`config.mk`:
```
export PLATFORM = sky130hd
export DESIGN_NAME = pheap_lvl_ctrl
export DESIGN_NICKNAME = d
export VERILOG_FILES = /design/src/rtl/pheap_lvl_ctrl.sv
export SDC_FILE = /design/constraint.sdc
export NUM_CORES = 1
export LEC_CHECK = 0
export ABC_AREA = 0
export CAP_MARGIN = 20
export CORE_UTILIZATION = 31
export CTS_BUF_LIST = sky130_fd_sc_hd__clkbuf_16
export CTS_CLUSTER_SIZE = 30
export DETAILED_ROUTE_END_ITERATION = 10
export MAX_ROUTING_LAYER = met4
export PLACE_DENSITY = 0.61
export SKIP_CTS_REPAIR_TIMING = 1
export SYNTH_ARGS = -nofsm -noshare
export SYNTH_HDL_FRONTEND = slang
export SYNTH_SLANG_ARGS = --single-unit
export TNS_END_PERCENT = 100
```
`constraint.sdc`:
```
create_clock -name clk -period 6.4 [get_ports clk]
set_clock_uncertainty 0.05 [all_clocks]
set_input_delay 1.28 -clock clk [delete_from_list [all_inputs] [get_ports clk]]
set_output_delay 1.28 -clock clk [all_outputs]
set_load 0.05 [all_outputs]
```
`src/rtl/pheap_lvl_ctrl.sv`:
```
// One level of a pipelined heap: reads the level's slot and its two children,
// then resolves ENQ / DEQ / ENQ_DEQ for that slot and hands the displaced item on.
module pheap_lvl_ctrl #(
  parameter int LEVEL    = 2,
  parameter int KW       = 16,
  parameter int VW       = 16,
  parameter int CAPW     = 8,
  parameter int MAX_HEAP = 1,
  parameter int LAST     = 0
) (
  input  logic                      clk,
  input  logic                      rst,
  input  logic                      start,
  input  logic [1:0]                op,
  input  logic [LEVEL-2:0]          start_pos,
  input  logic [KW+VW-1:0]          in_kv,
  input  logic [CAPW+KW+VW:0]       r_top,
  input  logic [CAPW+KW+VW:0]       r_bot_l,
  input  logic [CAPW+KW+VW:0]       r_bot_r,
  output logic [LEVEL-2:0]          raddr_top,
  output logic [LEVEL-1:0]          raddr_bot,
  output logic                      wen_top,
  output logic [LEVEL-2:0]          waddr_top,
  output logic [CAPW+KW+VW:0]       wdata,
  output logic                      busy,
  output logic [1:0]                done,
  output logic [LEVEL-1:0]          end_pos,
  output logic [KW+VW-1:0]          out_kv,
  output logic                      ovf,
  output logic                      udf
);

  localparam int KVW = KW + VW;
  localparam int EW  = 1 + CAPW + KVW;

  localparam logic [1:0] OP_NOP     = 2'd0;
  localparam logic [1:0] OP_ENQ     = 2'd1;
  localparam logic [1:0] OP_DEQ     = 2'd2;
  localparam logic [1:0] OP_ENQ_DEQ = 2'd3;

  localparam logic [1:0] S_IDLE = 2'd0;
  localparam logic [1:0] S_RD   = 2'd1;
  localparam logic [1:0] S_EVAL = 2'd2;

  localparam logic [1:0] D_WAIT = 2'd0;
  localparam logic [1:0] D_DONE = 2'd1;
  localparam logic [1:0] D_NEXT = 2'd2;

  localparam logic [CAPW-1:0] CAP_ZERO = {CAPW{1'b0}};
  localparam logic [CAPW-1:0] CAP_ONE  = {{(CAPW-1){1'b0}}, 1'b1};
  localparam logic [CAPW-1:0] CAP_MAX  = {CAPW{1'b1}};

  logic [1:0]       state_r;
  logic [1:0]       op_r;
  logic [LEVEL-2:0] pos_r;
  logic [KVW-1:0]   kv_r;

  // Ordering rule: active beats inactive, ties keep the first argument.
  function automatic logic better(input logic a_act, input logic [KW-1:0] a_key,
                                  input logic b_act, input logic [KW-1:0] b_key);
    logic res;
    if (a_act != b_act) begin
      res = a_act;
    end else if (!a_act) begin
      res = 1'b1;
    end else if (MAX_HEAP != 0) begin
      res = (a_key >= b_key);
    end else begin
      res = (a_key <= b_key);
    end
    return res;
  endfunction

  // Sequencer: accept a command in IDLE, then one read cycle and one evaluate cycle.
  always_ff @(posedge clk) begin
    if (rst) begin
      state_r <= S_IDLE;
      op_r    <= OP_NOP;
      pos_r   <= {(LEVEL-1){1'b0}};
      kv_r    <= {KVW{1'b0}};
    end else begin
      case (state_r)
        S_IDLE: begin
          if (start && (op != OP_NOP)) begin
            state_r <= S_RD;
            op_r    <= op;
            pos_r   <= start_pos;
            kv_r    <= in_kv;
          end
        end
        S_RD:    state_r <= S_EVAL;
        S_EVAL:  state_r <= S_IDLE;
        default: state_r <= S_IDLE;
      endcase
    end
  end

  logic                top_act_s, l_act_s, r_act_s;
  logic [CAPW-1:0]     top_cap_s, l_cap_s, r_cap_s;
  logic [KVW-1:0]      top_kv_s, l_kv_s, r_kv_s;
  logic [CAPW-1:0]     cap_dec_s, cap_inc_s;
  logic                pick_l_s, in_wins_s, in_stays_s;

  // Field decode; a bottom level has no children, so they read as empty.
  always_comb begin
    top_act_s = r_top[EW-1];
    top_cap_s = r_top[EW-2 -: CAPW];
    top_kv_s  = r_top[KVW-1:0];
    if (LAST != 0) begin
      l_act_s = 1'b0;
      l_cap_s = CAP_ZERO;
      l_kv_s  = {KVW{1'b0}};
      r_act_s = 1'b0;
      r_cap_s = CAP_ZERO;
      r_kv_s  = {KVW{1'b0}};
    end else begin
      l_act_s = r_bot_l[EW-1];
      l_cap_s = r_bot_l[EW-2 -: CAPW];
      l_kv_s  = r_bot_l[KVW-1:0];
      r_act_s = r_bot_r[EW-1];
      r_cap_s = r_bot_r[EW-2 -: CAPW];
      r_kv_s  = r_bot_r[KVW-1:0];
    end
    cap_dec_s  = (top_cap_s == CAP_ZERO) ? CAP_ZERO : top_cap_s - CAP_ONE;
    cap_inc_s  = (top_cap_s == CAP_MAX) ? CAP_MAX : top_cap_s + CAP_ONE;
    pick_l_s   = better(l_act_s, l_kv_s[KVW-1 -: KW], r_act_s, r_kv_s[KVW-1 -: KW]);
    in_wins_s  = better(1'b1, kv_r[KVW-1 -: KW], top_act_s, top_kv_s[KVW-1 -: KW]);
    in_stays_s = better(1'b1, kv_r[KVW-1 -: KW], l_act_s, l_kv_s[KVW-1 -: KW]) &&
                 better(1'b1, kv_r[KVW-1 -: KW], r_act_s, r_kv_s[KVW-1 -: KW]);
  end

  logic            e_wen_s, e_ovf_s, e_udf_s;
  logic [EW-1:0]   e_wdata_s;
  logic [1:0]      e_done_s;
  logic [LEVEL-1:0] e_end_s;
  logic [KVW-1:0]  e_out_s;

  // Per-operation result, meaningful only in the evaluate cycle.
  always_comb begin
    e_wen_s   = 1'b0;
    e_ovf_s   = 1'b0;
    e_udf_s   = 1'b0;
    e_wdata_s = {EW{1'b0}};
    e_done_s  = D_DONE;
    e_end_s   = {LEVEL{1'b0}};
    e_out_s   = {KVW{1'b0}};
    case (op_r)
      OP_ENQ: begin
        if (!top_act_s) begin
          e_wen_s   = 1'b1;
          e_wdata_s = {1'b1, cap_dec_s, kv_r};
        end else if (top_cap_s == CAP_ZERO) begin
          e_ovf_s = 1'b1;
        end else begin
          e_wen_s   = 1'b1;
          e_wdata_s = {1'b1, cap_dec_s, (in_wins_s ? kv_r : top_kv_s)};
          e_out_s   = in_wins_s ? top_kv_s : kv_r;
          e_end_s   = {pos_r, (r_cap_s > l_cap_s)};
          e_done_s  = D_NEXT;
        end
      end
      OP_DEQ: begin
        if (!top_act_s) begin
          e_udf_s = 1'b1;
        end else if (!l_act_s && !r_act_s) begin
          e_wen_s   = 1'b1;
          e_out_s   = top_kv_s;
          e_wdata_s = {1'b0, cap_inc_s, {KVW{1'b0}}};
        end else begin
          e_wen_s   = 1'b1;
          e_out_s   = top_kv_s;
          e_wdata_s = {1'b1, cap_inc_s, (pick_l_s ? l_kv_s : r_kv_s)};
          e_end_s   = {pos_r, !pick_l_s};
          e_done_s  = D_NEXT;
        end
      end
      OP_ENQ_DEQ: begin
        e_wen_s = 1'b1;
        if (in_stays_s) begin
          e_wdata_s = {1'b1, top_cap_s, kv_r};
        end else begin
          e_wdata_s = {1'b1, top_cap_s, (pick_l_s ? l_kv_s : r_kv_s)};
          e_out_s   = kv_r;
          e_end_s   = {pos_r, !pick_l_s};
          e_done_s  = D_NEXT;
        end
      end
      default: begin
        e_wen_s = 1'b0;
      end
    endcase
  end

  assign raddr_top = pos_r;
  assign raddr_bot = {pos_r, 1'b0};
  assign waddr_top = pos_r;

  // Output gating: results only in EVAL, reset forces the idle view immediately.
  always_comb begin
    wen_top = 1'b0;
    wdata   = {EW{1'b0}};
    end_pos = {LEVEL{1'b0}};
    out_kv  = {KVW{1'b0}};
    ovf     = 1'b0;
    udf     = 1'b0;
    busy    = 1'b0;
    done    = D_DONE;
    if (rst) begin
      done = D_DONE;
    end else if (state_r == S_EVAL) begin
      busy    = 1'b1;
      wen_top = e_wen_s;
      wdata   = e_wdata_s;
      end_pos = e_end_s;
      out_kv  = e_out_s;
      ovf     = e_ovf_s;
      udf     = e_udf_s;
      done    = e_done_s;
    end else if (state_r == S_RD) begin
      busy = 1'b1;
      done = D_WAIT;
    end else if (start && (op != OP_NOP)) begin
      done = D_WAIT;
    end else begin
      done = D_DONE;
    end
  end

endmodule

```
==> impl_metrics.json <==
{
  "grt_pass1_vias": 5726,
  "synth_flop_cell": "dfxtp_1",
  "worst_setup_path_end_kind": "output pin",
  "drt-initial-drc-count": 309,
  "synth_edf_count": 0,
  "hold_violations": 0,
  "yosys_warnings": 0,
  "grt.overflow.total": 0,
  "syn_inst": 702,
  "holdCritStartpoint": "kv_r[1]$_SDFFE_PP0P_",
  "synth_cell_types": 56,
  "cts.sinks": 37,
  "placementRows": 46,
  "gp_congestion": 0.912,
  "rr_endpoint": "kv_r[26]$_SDFFE_PP0P_",
  "yosysTopAreaCell": "ha_1",
  "hold-path-endpoint": "kv_r[1]$_SDFFE_PP0P_",
  "die_w_um": 130,
  "pin_count": 246,
  "required_ns": 5.07,
  "path_max_fanout": 25,
  "antenna_found_initial": 0,
  "syn_to_final_growth_pct": 66.9,
  "fin_crit_sh": 0.945,
  "grt_pass1_wl_um": 30300,
  "synthesis.nets": 943,
  "finalPower_uw": 869,
  "grt_max_degree": 40,
  "report.final.setup_viol": 0,
  "leakagePower_nw": 3.60,
  "fin_area_um2": 8490,
  "drc": 0,
  "viasPerCell": 5.20,
  "yosysSeqAreaShare": 0.146,
  "core_area_um2": 15900,
  "synth_common_cells": "94 x nand2_1, 93 x inv_1, 80 x ha_1, 61 x a21oi_1, 37 x dfxtp_1",
  "drt_wl_total_um": 20000,
  "status": "completed",
  "cts_max_path_buffers": 2,
  "dp_hpwl_um": 15900,
  "layout.nets": 1162,
  "async_reset_ff_frac": 0,
  "drt_first_pass_iters": 4,
  "layout-drive-gt1-share": 0.108,
  "tightest_slew_ns": 1.10,
  "portBuffers": 244,
  "die-area_um2": 16900,
  "clk_pin_slew_ns": 0.06,
  "regToRegStartpoint": "state_r[0]$_SDFFE_PP0P_",
  "antenna_left": 0,
  "die_h_um": 130,
  "max-vdd-ir-drop_mv": 0.0820,
  "yosys.cell_count.top_type": "nand2_1",
  "pwr_density_cell_nw_per_um2": 102,
  "hp-class": "reg2reg",
  "cts_root_buffer": "clkbuf_16",
  "rrSetupSlack_ns": 4.80,
  "crit_type": "in2out",
  "slew-limit-headroom": 0.262,
  "antenna_cells": 0,
  "rr_worst_depth": 6,
  "synth.area.top_cells": "ha_1 20%, dfxtp_1 15%, nand2_1 6.9%, inv_1 6.9%, mux2i_1 6.5%",
  "ys_ff_latch": 37,
  "period_minus_slack_ns": 6.05,
  "syn_area_um2": 5090,
  "synth_top_cell_area_share": 0.197,
  "hold_depth": 2,
  "final_max_slew_viol_count": 0,
  "drv_cap": 0,
  "h-tree-depth": 2,
  "arrival_ns": 4.72,
  "cts_buffers": 5,
  "final.setup.tns_ns": 0,
  "place_area_um2": 8340,
  "wl_per_cell_um": 17.6,
  "final_util": 0.533,
  "clock_latency_ns": 0.27,
  "grt.total_usage": 0.240,
  "initial_core_util": 0.319,
  "avgSynthCellArea_um2": 7.25,
  "worst_setup_path_start_kind": "input port",
  "rsz0062_at_grt": "false",
  "fmax_mhz": 165,
  "vias": 5920,
  "cts_tree": "yes"
}
==> flip-flops by register name, summed over array words and instances (netlist names) <==
| signal | flops |
|---|---|
| state_r | 2 |
| op_r | 2 |
| raddr_top | 1 |
| kv_r | 32 |
==> power by group <==
part | internal (mW) | leakage [nW] | switching, mW
registers | 0.247 | 0.303 | 0.0241
clock network | 0.141 | 0.0687 | 0.0926
logic | 0.186 | 3.23 | 0.179
total | 0.574 | 3.60 | 0.296
==> critical path, cell delays in order <==
cell and delay (ns):
clkdlybuf4s50_1 0.48, inv_1 0.07, ha_1 0.32, nand4_1 0.09, a21oi_1 0.24, o2111ai_1 0.21, o21ai_4 0.88, buf_4 0.35
mux2i_1 0.35, o221ai_1 0.24, buf_12 0.20
==> cell usage in the layout, fill, tap and decap left out, drive strengths merged, types with 5 or more instances in the layout <==
cell type,n
mux2i,33
inv,94
ha,80
nor2,29
clkbuf,5
nor2b,5
nand4,5
a22o,32
o221ai,32
nor3,9
dfxtp,37
a21oi,61
nand2,94
a211o,7
nand3,36
buf,78
o211ai,8
o21ai,32
a211oi,9
clkdlybuf4s50,179
==> cell type report <==
class / instances / area [um2]
clock inverters: 3 / 12.5
flip-flops and latches: 37 / 741
repair buffers: 257 / 3190
multi-input cells: 526 / 3800
well taps: 216 / 270
clock buffers: 5 / 125
fillers: 1552 / 7450
inverters: 94 / 353
==> logic make-up after synthesis <==
group / count (synthesis) / synth area share
AOI/OAI and AO/OA: 206 / 0.282
xor gates and xnor gates: 4 / 0.00689
adders and majority gates: 80 / 0.197
buffers and inverters: 139 / 0.116
DFF: 37 / 0.146
muxes: 33 / 0.0649
other: 1 / 0.000737
and+or+nand+nor: 202 / 0.188
==> layer usage <==
| metal | track usage | routed length, um | vias up |
|---|---|---|---|
| li1 | - | - | 2971 |
| met4 | 0.0575 | 300 | 0 |
| met5 | - | 0 | - |
| met1 | 0.297 | 8820 | 2701 |
| met2 | 0.406 | 9440 | 234 |
| met3 | 0.0390 | 1430 | 14 |
==> stage by stage <==
stage                     setup slack, ns  instances  hold WS [ns]
after detailed placement            0.217       1130         0.415
after global routing                0.132       1138         0.449
final                               0.354       1138         0.425
after global placement              0.243       1130         0.410
after floorplan                      1.16        702         0.400
after CTS                           0.193       1138         0.423
==> how the worst max path moves through the flow <==
stage,cells past startpoint,slack (ns),endpoint,from
3_3_place_gp,11,0.24,done[0],r_bot_l[29]
4_1_cts,12,0.19,end_pos[0],r_bot_l[29]
2_1_floorplan,8,1.16,end_pos[0],r_bot_r[31]
3_5_place_dp,12,0.22,end_pos[0],r_bot_l[29]
5_1_grt,11,0.13,wdata[24],r_bot_r[31]
6_report,11,0.35,wdata[24],r_bot_r[31]
No activity file was read; power rests on OpenSTA's default activity.
